### src/rtl/ram_reader.sv
// ram_reader
//   Streaming read engine for a synchronous-read single-port RAM. A start
//   command reads len_i consecutive words from base_addr_i. Addresses wrap at
//   MEM_DEPTH. The RAM's one-cycle read latency is absorbed by a 2-entry output
//   buffer, which feeds a valid/ready stream with a last marker.
//
// Ports
//   clk_i, rstn_i           clock, synchronous active-low reset
//   start_i                 command strobe (sampled only in IDLE)
//   base_addr_i, len_i      first word address, word count (clamped to MEM_DEPTH)
//   busy_o, done_o, err_o   status; done_o and err_o are one-cycle pulses
//   mem_rd_en_o, mem_addr_o RAM read request
//   mem_data_i              RAM data, valid the cycle after mem_rd_en_o
//   m_valid_o, m_ready_i,
//   m_data_o, m_last_o      output stream
module ram_reader #(
  parameter int DATA_WIDTH = 16,
  parameter int MEM_DEPTH  = 66,
  parameter int ADDR_WIDTH = $clog2(MEM_DEPTH),
  parameter int LEN_WIDTH  = $clog2(MEM_DEPTH + 1)
) (
  input  logic                  clk_i,
  input  logic                  rstn_i,
  input  logic                  start_i,
  input  logic [ADDR_WIDTH-1:0] base_addr_i,
  input  logic [LEN_WIDTH-1:0]  len_i,
  output logic                  busy_o,
  output logic                  done_o,
  output logic                  err_o,
  output logic                  mem_rd_en_o,
  output logic [ADDR_WIDTH-1:0] mem_addr_o,
  input  logic [DATA_WIDTH-1:0] mem_data_i,
  output logic                  m_valid_o,
  input  logic                  m_ready_i,
  output logic [DATA_WIDTH-1:0] m_data_o,
  output logic                  m_last_o
);

  typedef enum logic [1:0] {IDLE, READ, DRAIN} state_e;

  localparam logic [LEN_WIDTH-1:0]  DEPTH_L   = LEN_WIDTH'(MEM_DEPTH);
  localparam logic [ADDR_WIDTH:0]   DEPTH_A   = (ADDR_WIDTH+1)'(MEM_DEPTH);
  localparam logic [ADDR_WIDTH-1:0] LAST_ADDR = ADDR_WIDTH'(MEM_DEPTH - 1);

  state_e                state_q;
  logic [ADDR_WIDTH-1:0] addr_q;
  logic [LEN_WIDTH-1:0]  len_q;
  logic [LEN_WIDTH-1:0]  issued_q;
  logic                  rdv_q;     // RAM data for a previous request is on mem_data_i
  logic                  rdlast_q;  // ... and that request was the final one
  logic [1:0]            cnt_q;     // buffer occupancy
  logic [DATA_WIDTH-1:0] ent0_q, ent1_q;  // ent0 is the head
  logic                  last0_q, last1_q;
  logic                  done_q, err_q;

  logic pop, push, issue, issue_last;

  assign pop  = (cnt_q != 2'd0) && m_ready_i;
  assign push = rdv_q;

  // Credit: buffered + in-flight - popped must stay below 2. This is written as
  // an addition on both sides so it needs no signed arithmetic. The pop term
  // lets a read issue in the same cycle that ready returns.
  assign issue = (state_q == READ) && (issued_q < len_q) &&
                 (({1'b0, cnt_q} + {2'b0, rdv_q}) < (3'd2 + {2'b0, pop}));
  assign issue_last = issue && (issued_q == len_q - LEN_WIDTH'(1));

  always_ff @(posedge clk_i) begin
    if (!rstn_i) begin
      state_q  <= IDLE;
      addr_q   <= '0;
      len_q    <= '0;
      issued_q <= '0;
      rdv_q    <= 1'b0;
      rdlast_q <= 1'b0;
      cnt_q    <= 2'd0;
      ent0_q   <= '0;
      ent1_q   <= '0;
      last0_q  <= 1'b0;
      last1_q  <= 1'b0;
      done_q   <= 1'b0;
      err_q    <= 1'b0;
    end else begin
      done_q   <= 1'b0;
      err_q    <= 1'b0;
      rdv_q    <= issue;
      rdlast_q <= issue_last;

      unique case (state_q)
        IDLE: begin
          if (start_i) begin
            if ({1'b0, base_addr_i} >= DEPTH_A) begin
              err_q <= 1'b1;
            end else if (len_i == '0) begin
              done_q <= 1'b1;
            end else begin
              addr_q   <= base_addr_i;
              len_q    <= (len_i > DEPTH_L) ? DEPTH_L : len_i;
              issued_q <= '0;
              state_q  <= READ;
            end
          end
        end
        READ: begin
          if (issue) begin
            addr_q   <= (addr_q == LAST_ADDR) ? '0 : addr_q + ADDR_WIDTH'(1);
            issued_q <= issued_q + LEN_WIDTH'(1);
            if (issue_last) state_q <= DRAIN;
          end
        end
        DRAIN: begin
          if (pop && last0_q) begin
            state_q <= IDLE;
            done_q  <= 1'b1;
          end
        end
        default: state_q <= IDLE;
      endcase

      // Two-entry shift buffer. The credit rule prevents a push while it is full.
      unique case ({push, pop})
        2'b10: begin
          if (cnt_q == 2'd0) begin
            ent0_q  <= mem_data_i;
            last0_q <= rdlast_q;
          end else begin
            ent1_q  <= mem_data_i;
            last1_q <= rdlast_q;
          end
          cnt_q <= cnt_q + 2'd1;
        end
        2'b01: begin
          ent0_q  <= ent1_q;
          last0_q <= last1_q;
          cnt_q   <= cnt_q - 2'd1;
        end
        2'b11: begin
          if (cnt_q == 2'd1) begin
            ent0_q  <= mem_data_i;
            last0_q <= rdlast_q;
          end else begin
            ent0_q  <= ent1_q;
            last0_q <= last1_q;
            ent1_q  <= mem_data_i;
            last1_q <= rdlast_q;
          end
        end
        default: ;
      endcase
    end
  end

  assign busy_o      = (state_q != IDLE);
  assign done_o      = done_q;
  assign err_o       = err_q;
  assign mem_rd_en_o = issue;
  assign mem_addr_o  = addr_q;
  assign m_valid_o   = (cnt_q != 2'd0);
  assign m_data_o    = ent0_q;
  // The head's last flag is stale once the buffer empties, so it is gated.
  assign m_last_o    = last0_q && m_valid_o;

endmodule

### config.mk
export PLATFORM = sky130hd
export DESIGN_NAME = ram_reader
export DESIGN_NICKNAME = d
export VERILOG_FILES = /design/src/rtl/ram_reader.sv
export SDC_FILE = /design/constraint.sdc
export NUM_CORES = 1
export LEC_CHECK = 0
export BUFFER_PORTS_ARGS = -buffer_cell sky130_fd_sc_hd__buf_2
export CAP_MARGIN = 15
export CORE_MARGIN = 8
export CORE_UTILIZATION = 55
export CTS_BUF_LIST = sky130_fd_sc_hd__clkbuf_16
export DETAILED_ROUTE_END_ITERATION = 12
export PLACE_DENSITY = 0.79
export REMOVE_ABC_BUFFERS = 1
export SETUP_SLACK_MARGIN = 0.5
export SYNTH_ARGS = -nofsm -noshare
export SYNTH_HDL_FRONTEND = slang
export SYNTH_SLANG_ARGS = --single-unit
### constraint.sdc
create_clock -name clk_i -period 2.8 [get_ports clk_i]
set_clock_uncertainty 0.05 [all_clocks]
set_input_delay 0.56 -clock clk_i [delete_from_list [all_inputs] [get_ports clk_i]]
set_output_delay 0.56 -clock clk_i [all_outputs]
set_load 0.03 [all_outputs]
; ---- After elaboration in Yosys (flattened, before gate mapping)
; Index checks and enable logic that the tools add are counted.
[totals]
elab_cells = 102
output_inout_bits = 29
regBits = 63
[op_classes]
reduce_logical = 21
muxes = 38
bitwise_logic = 2
n_lt_le_gt_ge = 4
n_eq_ne = 17
n_addsub = 7
[op_table]
columns = operator, n
row1 = 2-to-1 mux 7 bit, 10
row2 = 2-to-1 mux 16 bit, 4
row3 = one-hot mux 16 bit (3 select lines), 1
row4 = one-hot mux 16 bit (2 select lines), 1
row5 = one-hot mux 7 bit (2 select lines), 2
row6 = "inequality test 2 bit, second input constant", 9
row7 = "adder 7 x 1 -> 7 bit, second input constant", 2
row8 = 2-to-1 mux 2 bit, 6
row9 = nonzero test 2 bit, 5
row10 = 2-to-1 mux 1 bit, 9
row11 = == test 7 bit, 1
row12 = "== test 7 bit, second input constant", 1
row13 = "greater-or-equal comparator 7 bit, second input constant", 1
row14 = "> comparator 7 bit, second input constant", 1
row15 = logical NOT 7 bit, 1
row16 = less-than comparator 7 bit, 1
row17 = "subtractor 7 x 1 -> 7 bit, second input constant", 1
row18 = "== test 2 x 1 -> 1 bit, second input constant", 3
row19 = "== test 2 bit, second input constant", 3
row20 = logical AND 1 bit, 6
row21 = one-hot mux 2 bit (3 select lines), 1
row22 = AND reduction 3 bit, 2
row23 = AND reduction 6 bit, 1
row24 = AND reduction 5 bit, 1
row25 = 13 further kinds, 16

; ---- Longest topological paths before layout
[logic_depth]
word_depth = 9
ltp_mapped = 11
depth_no_buf = 9

; ---- Worst setup path after synthesis
; Ideal clock, no wire load.
[synth_path]
path_type = register -> register
start = reg cnt_q[0]
end = reg ent1_q[0]
n_path_buf = 2
path_slack_ps = 278
arrival_time_ps = 2344
path_stages_with_launch = 11
path_cell_list = dfxtp_1 > inv_1 > ha_1 > nand2b_1 > inv_1 > ha_1 > o211a_1 > clkbuf_1 > clkbuf_1 > mux2i_1 > nor2_1
[synth_via]
elab_chain_cells = 5
word_cells_on_any_way = 11
[synth_lines]
columns = item, line
row1 = from (decl), 51  ; logic [1:0] cnt_q;
row2 = from (signal assigned), 130  ; cnt_q <= cnt_q + 2'd1;
row3 = from (signal assigned), 135  ; cnt_q <= cnt_q - 2'd1;
row4 = nonzero test 2 bit, 58  ; assign pop = (cnt_q != 2'd0) && m_ready_i;
row5 = logical AND 1 bit, 58
row6 = == test 2 bit, 121  ; unique case ({push, pop})
row7 = inequality test 2 bit (no line) / nonzero test 2 bit (equally long branches), n/a
row8 = AND reduction 3 bit (no line), n/a
row9 = to (signal assigned), 127  ; ent1_q <= mem_data_i;
row10 = to (signal assigned), 144  ; ent1_q <= mem_data_i;
row11 = to (decl), 52  ; logic [DATA_WIDTH-1:0] ent0_q, ent1_q;
; Several ways; a longest one is shown, not always the timed one.
; A chain may end at the register's enable or synchronous reset.

; ---- Final worst setup path
[layout_path]
start = reg len_q[1]
end = out mem_rd_en_o
[layout_via]
elab_chain_cells = 3
[layout_lines]
columns = item, line
row1 = from (decl), 47  ; logic [LEN_WIDTH-1:0] len_q;
row2 = from (signal assigned), 98  ; len_q <= (len_i > DEPTH_L) ? DEPTH_L : len_i;
row3 = less-than comparator 7 bit, 64  ; assign issue = (state_q == READ) && (issued_q < len_q) &&
row4 = logical AND 1 bit (2 in a row), 64
row5 = to (decl), 30  ; output logic mem_rd_en_o,
; Every way passes these cells.

==> results_dict.tcl <==
set metrics [dict create \
    cts_made_buffers 9 \
    clock_path_buffers 2 \
    worstMarginPinSlew_ps 530 \
    yosysMostFrequentCell "dfxtp_1" \
    via_per_inst 5.74 \
    crit_path_max_fanout 2 \
    synth.avg_cell_area_um2 8.77 \
    fp-row-count 27 \
    ant_nets 0 \
    rsz0062_at_grt "true" \
    cts_root_buf "clkbuf_16" \
    crit_type "reg -> out" \
    dp.cells 484 \
    path_delay_family "simple AND/OR/NAND/NOR gates" \
    syn_inst 359 \
    final_cell_area_um2 4120 \
    min_period_ps 2420 \
    clkLatencyLatePin_ps 330 \
    fin_ws_ps 378 \
    clock.fmax_ghz 0.413 \
    clkSlewWorstSetupHoldPaths_ps 60 \
    p_clk_share_pct 35.2 \
    ys_top_cells_by_area "dfxtp_1, ha_1, nor2_1" \
    synth-seq-cells 63 \
    synth-async-reset-ratio_pct 0 \
    dp_hpwl_mm 5.43 \
    p_int_mw 2.20 \
    initial_core_util_pct 57.2 \
    yosysTopAreaCellShare_pct 40.0 \
    htree_levels 3 \
    crit_path_end_kind "output port" \
    finalHoldViolations 0 \
    antenna_found_initial 0 \
    drt-pass1-iter-count 4 \
    slew_violations 0 \
    drt_iter0_drc 194 \
    crit_top_cell "inv_2" \
    whs_ps 430 \
    synth_ff_type "dfxtp_1" \
    fin_util_pct 74.8 \
    ys_seq_area_share_pct 40.0 \
    drt_wl_total_mm 8.38 \
    fill_cells 365 \
    synth_edf_count 0 \
    total_power_mw 3.37 \
    grt_first_pass_wirelength_mm 13.0 \
    worst-path-buf-inv 3 \
    routedWlPerCell_um 16.5 \
    cp-start-kind "flop" \
    area_delta_synth_final_pct 30.8 \
    drc 0 \
    seqPwrFrac_pct 32.9 \
    cts.sinks 63 \
    cp.arrival_ps 1810 \
    setup_violations 0 \
    grt_start_max_net_pins 35 \
    grt.overflow.total 0 \
    nets 482 \
    yosysTopAreaCell "dfxtp_1" \
    n_antenna_cell 0 \
    place_area_um2 3550 \
    netlist_area_um2 3150 \
    power.net_switching_mw 1.17 \
    max_stage_delay_ps 320 \
    post-place-ws_ps 195 \
    switching_share_pct 34.7 \
    p_comb_share_pct 31.9 \
    synth_cell_types 47 \
    cts_tree "yes" \
    die_y_um 91.7 \
    port_buffers 62 \
    ir_worst_vdd_uv 576 \
    finalCritPeriodShare_pct 86.5 \
    drive_gt1_share_pct 33.3 \
    chipWidth_um 91.7 \
    powerDensity_nw_per_um2 819 \
    slew_headroom_pct 64.6 \
    coreArea_um2 5510 \
    die_area_um2 8400 \
    crit_chain "inv_2 > ha_4 > nor2b_4 > o2111ai_2 > a31oi_2 > or2_4 > inv_2 > buf_6" \
    routabilityCongestion 0.857 \
    io_pins 63 \
    hp-class "in -> reg" \
    cp.required_ps 2190 \
    status "finished clean" \
    maxCapViolCount 0 \
    fin_cells 507 \
    grtUsageTotal_pct 18.7 \
    num_vias 2912 \
    yosysWarnings 0 \
    grt_pass1_vias 2799 \
    cp_slowest_cell "dfxtp_2" \
    ys_top_cells_by_count "dfxtp_1, nor2_1, a211oi_1" \
    p_leak_nw 1.64 \
    finalSetupTns_ps 0 \
]
-- timing repair --
item | CTS | global route
hold endpoints to repair | 0 | 0
pin swaps | 7 | 5
gates resized for setup | 23 | 26
buffers inserted | 4 | 3
hold buffers | 0 | 0
endpoints found under the setup margin | 18 | 33
-- power by group through the flow --
stage / Clock [mW] / Sequential [mW] / Combinational (mW)
after global placement: 0 / 1.12 / 0.953
after CTS: 1.20 / 1.11 / 1.03
after global routing: 1.25 / 1.12 / 1.17
final: 1.19 / 1.11 / 1.08
after detailed placement: 0 / 1.12 / 0.972
after floorplan: 0 / 1.30 / 0.500
-- kinds of logic after synthesis --
family          Yosys count  share of synthesized area, %
mux                      18                          5.72
fa+ha+maj                19                          7.47
xor+xnor                 16                          4.45
compound gates           85                          19.0
buf+inv                  41                          5.24
flops                    63                          40.0
simple gates            117                          18.0
-- tightest hold or removal path, delay by kind of cell --
kind | cells | cell delay [ps]
muxes | 1 | 60
and+or+nand+nor | 1 | 70
buffers and inverters | 1 | 90
-- state kept, by name, summed over array words and instances (netlist names) --
signal	cells
state_q	2
mem_addr_o	7
last0_q	1
ent1_q	16
rdlast_q	1
err_o	1
last1_q	1
len_q	7
m_data_o	16
issued_q	7
done_o	1
cnt_q	2
push	1
-- final cells by class --
type,count,area [um^2],share of cell area [%]
Timing Repair Buffer,80,455,11.1
Tap cell,72,90.1,2.19
Clock inverter,7,96.3,2.34
Inverter,21,78.8,1.91
Sequential cell,63,1280,31.1
Multi-Input combinational cell,255,1890,46.0
Clock buffer,9,225,5.47
-- routing by layer --
metal / track usage (%) / vias up / wire (um)
li1: - / 1431 / -
met1: 22.7 / 1367 / 3630
met2: 29.4 / 95 / 4020
met3: 5.46 / 19 / 535
met4: 9.96 / 0 / 189
met5: 0 / - / 0
-- cell usage in the layout, fill, tap and decap left out, types with 3 or more instances in the layout --
| master | instances |
|---|---|
| ha_2 | 3 |
| buf_2 | 61 |
| ha_1 | 10 |
| dfxtp_1 | 52 |
| a211oi_1 | 21 |
| a21oi_1 | 21 |
| buf_4 | 17 |
| inv_2 | 6 |
| inv_1 | 15 |
| clkbuf_16 | 9 |
| a22oi_1 | 17 |
| clkinvlp_4 | 3 |
| mux2i_1 | 18 |
| nor3b_1 | 5 |
| xnor2_1 | 12 |
| o32ai_1 | 5 |
| nor3_1 | 11 |
| nand3_1 | 7 |
| dfxtp_2 | 9 |
| or2_2 | 3 |
| ha_4 | 5 |
| nor2_1 | 50 |
| xor2_1 | 4 |
| nand2_1 | 17 |
| a211oi_2 | 3 |
-- worst paths after layout --
check / slack [ps] / to / startpoint / cells after the start
setup / recovery: 380 / mem_rd_en_o / len_q[1] / 8
hold / removal: 430 / ent1_q[13] / mem_data_i[13] / 3
setup reg to reg: 510 / state_q[0] / len_q[1] / 9
hold reg to reg: 440 / ent1_q[15] / ent1_q[15] / 2
Note: power is estimated with default switching activity, not from simulation.
